`config.mk`:
```
export PLATFORM = sky130hd
export DESIGN_NAME = count_seq_monitor
export DESIGN_NICKNAME = d
export VERILOG_FILES = /design/src/rtl/count_seq_monitor.sv
export SDC_FILE = /design/constraint.sdc
export NUM_CORES = 1
export LEC_CHECK = 0
export CORE_MARGIN = 1
export CORE_UTILIZATION = 52
export CTS_CLUSTER_DIAMETER = 150
export CTS_CLUSTER_SIZE = 14
export DETAILED_ROUTE_END_ITERATION = 10
export PLACE_DENSITY = 0.8
export SYNTH_ARGS = -nofsm -noshare
export SYNTH_HDL_FRONTEND = slang
export SYNTH_SLANG_ARGS = --single-unit
export TNS_END_PERCENT = 20
```
`constraint.sdc`:
```
create_clock -name clk -period 5.4 [get_ports clk]
set_clock_uncertainty 0.1 [all_clocks]
set_input_delay 1.35 -clock clk [delete_from_list [all_inputs] [get_ports clk]]
set_output_delay 1.35 -clock clk [all_outputs]
set_load 0.02 [all_outputs]
```
`src/rtl/count_seq_monitor.sv`:
```
// Sequence monitor for a 4-bit up counter: checks +1 mod 16 stepping and the
// upper flag, flags upper-half entry and wrap events, and counts wraps.
module count_seq_monitor #(
   parameter int WRAP_W      = 8,
   parameter bit CHECK_UPPER = 1'b1
) (
   input  logic              clk,
   input  logic              rst_n,
   input  logic              en,
   input  logic [3:0]        cnt_in,
   input  logic              upper_in,
   input  logic              clr_err,
   output logic              in_upper,
   output logic              rise_pulse,
   output logic              wrap_pulse,
   output logic [WRAP_W-1:0] wraps,
   output logic              seq_err,
   output logic [1:0]        state
);

   typedef enum logic [1:0] {
      SYNC = 2'd0,
      LOW  = 2'd1,
      HIGH = 2'd2,
      ERR  = 2'd3
   } state_t;

   state_t            st_q, st_d;
   logic [3:0]        prev_q, prev_d;
   logic              in_upper_q, in_upper_d;
   logic              rise_q, rise_d;
   logic              wrap_q, wrap_d;
   logic [WRAP_W-1:0] wraps_q, wraps_d;
   logic              err_q, err_d;
   logic [3:0]        exp_cnt;
   logic              cons_fault;

   function automatic logic [WRAP_W-1:0] sat_inc(input logic [WRAP_W-1:0] v);
      if (&v) return v;
      return v + {{(WRAP_W-1){1'b0}}, 1'b1};
   endfunction

   assign exp_cnt    = prev_q + 4'd1;
   assign cons_fault = CHECK_UPPER && (upper_in != cnt_in[3]);

   always_comb begin
      st_d       = st_q;
      prev_d     = prev_q;
      in_upper_d = in_upper_q;
      rise_d     = 1'b0;
      wrap_d     = 1'b0;
      wraps_d    = wraps_q;
      err_d      = err_q;
      if (clr_err) begin
         // Clear wins over any sample presented in the same cycle.
         st_d  = SYNC;
         err_d = 1'b0;
      end else if (en) begin
         unique case (st_q)
            SYNC: begin
               if (cons_fault) begin
                  st_d  = ERR;
                  err_d = 1'b1;
               end else begin
                  prev_d     = cnt_in;
                  in_upper_d = cnt_in[3];
                  st_d       = cnt_in[3] ? HIGH : LOW;
               end
            end
            LOW, HIGH: begin
               if ((cnt_in != exp_cnt) || cons_fault) begin
                  st_d  = ERR;
                  err_d = 1'b1;
               end else begin
                  prev_d     = cnt_in;
                  in_upper_d = cnt_in[3];
                  if (st_q == LOW && cnt_in == 4'd8) begin
                     rise_d = 1'b1;
                     st_d   = HIGH;
                  end else if (st_q == HIGH && cnt_in == 4'd0) begin
                     wrap_d  = 1'b1;
                     wraps_d = sat_inc(wraps_q);
                     st_d    = LOW;
                  end
               end
            end
            default: begin
            end
         endcase
      end
   end

   always_ff @(posedge clk or negedge rst_n) begin
      if (!rst_n) begin
         st_q       <= SYNC;
         prev_q     <= 4'd0;
         in_upper_q <= 1'b0;
         rise_q     <= 1'b0;
         wrap_q     <= 1'b0;
         wraps_q    <= '0;
         err_q      <= 1'b0;
      end else begin
         st_q       <= st_d;
         prev_q     <= prev_d;
         in_upper_q <= in_upper_d;
         rise_q     <= rise_d;
         wrap_q     <= wrap_d;
         wraps_q    <= wraps_d;
         err_q      <= err_d;
      end
   end

   assign in_upper   = in_upper_q;
   assign rise_pulse = rise_q;
   assign wrap_pulse = wrap_q;
   assign wraps      = wraps_q;
   assign seq_err    = err_q;
   assign state      = st_q;

endmodule

```
==> run metrics <==
FP Rows 15; Hold Path Origin wraps[4]$_DFFE_PN0P_; TritonCTS clock tree done; final setup TNS 0 ns; Crit Reg-Reg Endpoint prev_q[1]$_DFFE_PN0P_; hold depth 1; Worst Max-Slew Pin Slew about 0.74 ns; vias in the first global route 786; Boundary Pins 23; number of H-tree levels 1; unrepaired setup endpoints after global routing no; Finish-stage setup viols 0; CTS root buffer clkbuf_4; DR pass1 iterations 4; sequential share of the synthesized area between 40% and 50%; Final GP Congestion around 0.84; post-layout net count 138; All-Layer GR Usage between 20% and 30%; top cell type's share of synthesized area between 40% and 50%; WL/cell approximately 14 um; IO Port Bufs 22; Seq cells post-synth 17; die area 0.00212 mm^2; die height roughly 46 um; Startpoint Class primary input; Bufs on Longest Clock Path 2; library cell with the largest summed area after synthesis dfrtp_1; Detail Route Antenna Nets 0; worst r2r src prev_q[0]$_DFFE_PN0P_; pins over their slew limit 0; period utilisation layout between 60% and 70%; f_max between 0.2 and 0.3 GHz; Resize count post-CTS 0; Reg clk slew, reported paths between 0.1 and 0.15 ns; hold buffers post-CTS 0; biggest fanout along the worst timing path 6; M1 GR Usage about a third; M2 GR Usage ~36%; first-pass GRT wire length approximately 3500 um; initial antenna violation count 0; Area growth syn-to-layout 27.2%; Reg2Reg Depth 6; Num CTS Buffers 3; via density per instance between 5 and 6; layout cells sized above 1 11.7%; Cell variety after synth 29; Hold EP wraps[4]$_DFFE_PN0P_; Iteration-0 DRC Markers 20; Arr. time, crit path between 3 and 4 ns; Worst VDD drop between 0.15 and 0.2 mV; Core Footprint roughly 0.0018 mm^2; syn_area_per_cell about 11 um^2; most frequent cells in the layout 22 x clkdlybuf4s50_1, 17 x dfrtp_1, 11 x nand3_1; Max-slew headroom 50.6%; Die X around 46 um; Pleak between 0.5 and 0.6 nW; Power Density between 300 and 400 mW/mm^2; Worst EP required between 5 and 6 ns; clock sink total 17; top cells by area, synth dfrtp_1 42%, ha_1 9.9%, xnor2_1 6.9%; max cap viols 0; Synth warnings 0; Hold Crit Class reg -> reg; cell area after synthesis about 0.0010 mm^2; n_diodes 0; number of placed cells counting well taps around 140; pin count of the biggest net entering global routing 18; clk_lat worst skew 0.29 ns; Post-Layout Cell Count ~150; most common cell after layout, fill and taps aside clkdlybuf4s50_1; hpwl dp roughly 1600 um; CP Capture Type register; post-synthesis cell count 95; Hold Vio Cnt, Final 0; FF-to-FF setup slack 2.98 ns; vias around 820; final critical-path required period about 3.6 ns; initial core utilization about 57%; met3 GRT Util under 10%; post-CTS setup buffers 0; DRC viols 0; syn_nets approximately 110; status finished clean; Post-Route WL 2060 um; busiest grt layer met2; Filler cells about 150; crit path kind in -> reg; total gr overflow 0
[report_power, final]
group          internal, mW  total [mW]  switching [mW]
logic                0.0871       0.171          0.0841
clock network        0.0275      0.0703          0.0428
registers             0.147       0.167          0.0203
total                 0.262       0.409           0.147
[metal layers]
metal  part of all wire (%)  routed length (um)  up-vias
met1                     47                 976      405
met3                    5.0                 103        2
met2                     47                 970       26
met5                      0                   0        -
met4                   0.63                  13        0
li1                       -                   -      386
[worst max-delay path by stage]
stage / from / end / slack, ns / depth (start not counted)
floorplan: cnt_in[3] / prev_q[0]$_DFFE_PN0P_ / 2.26 / 6
global placement: cnt_in[3] / prev_q[3]$_DFFE_PN0P_ / 1.60 / 7
detailed placement: cnt_in[3] / prev_q[1]$_DFFE_PN0P_ / 1.51 / 7
CTS: cnt_in[3] / prev_q[1]$_DFFE_PN0P_ / 1.82 / 7
global route: cnt_in[3] / prev_q[3]$_DFFE_PN0P_ / 1.73 / 7
finish: cnt_in[3] / prev_q[1]$_DFFE_PN0P_ / 1.82 / 7
[cell usage after synthesis, drive strengths merged]
cell type	n
nor2	3
or4b	1
a2bb2oi	1
o31ai	1
xnor2	8
a211o	1
nand3	11
mux2	5
xor3	1
nor3b	1
nand2	4
inv	7
a21oi	4
nor4	2
o31a	1
nor2b	1
and3	2
nand4bb	1
buf	1
and4	1
xor2	1
dfrtp	17
o21ai	3
a31oi	3
nor3	3
ha	8
nand2b	2
or2	1
[per-stage QoR]
step / util (%) / setup slack (ns) / instance area (um^2) / power, mW / hold WS, ns
4_1_cts: 72.7 / 1.82 / 1280 / 0.409 / 0.427
2_1_floorplan: - / 2.26 / 1010 / 0.290 / 0.407
3_5_place_dp: 71.1 / 1.51 / 1250 / 0.341 / 0.410
3_3_place_gp: 71.1 / 1.60 / 1250 / 0.334 / 0.395
5_1_grt: 72.7 / 1.73 / 1280 / 0.435 / 0.441
6_report: 72.7 / 1.82 / 1280 / 0.409 / 0.425
[worst max-delay path, stage by stage]
cell and delay [ns]:
clkdlybuf4s50_1 0.57, inv_1 0.09, ha_1 0.35, nor4_4 0.33, a21oi_1 0.11, or4b_4 0.56, mux2_2 0.29
[logic make-up (layout without fill, tap and decap cells)]
group           Yosys count  after routing  share of synthesized area (%)
buf+inv                   8             33                           3.10
xor+xnor                 10             10                           10.3
mux                       5              5                           5.58
compound gates           14             14                           8.69
fa+ha+maj                 8              8                           9.93
flops                    17             17                           42.2
simple gates             33             33                           20.2
[state kept, by name, indices dropped and copies added, names as in the netlist]
register	flops
seq_err	1
state	2
wraps	8
wrap_pulse	1
prev_q	4
rise_pulse	1
[area by class of cell]
class / instances / area [um^2] / share of cell area (%)
multi-input cells: 70 / 552 / 43.0
clock buffers: 3 / 22.5 / 1.76
clock inverters: 1 / 5.00 / 0.390
flip-flops and latches: 17 / 425 / 33.2
well taps: 25 / 31.3 / 2.44
repair buffers: 22 / 220 / 17.2
inverters: 7 / 26.3 / 2.05
Note: power is estimated with default switching activity, not from simulation.
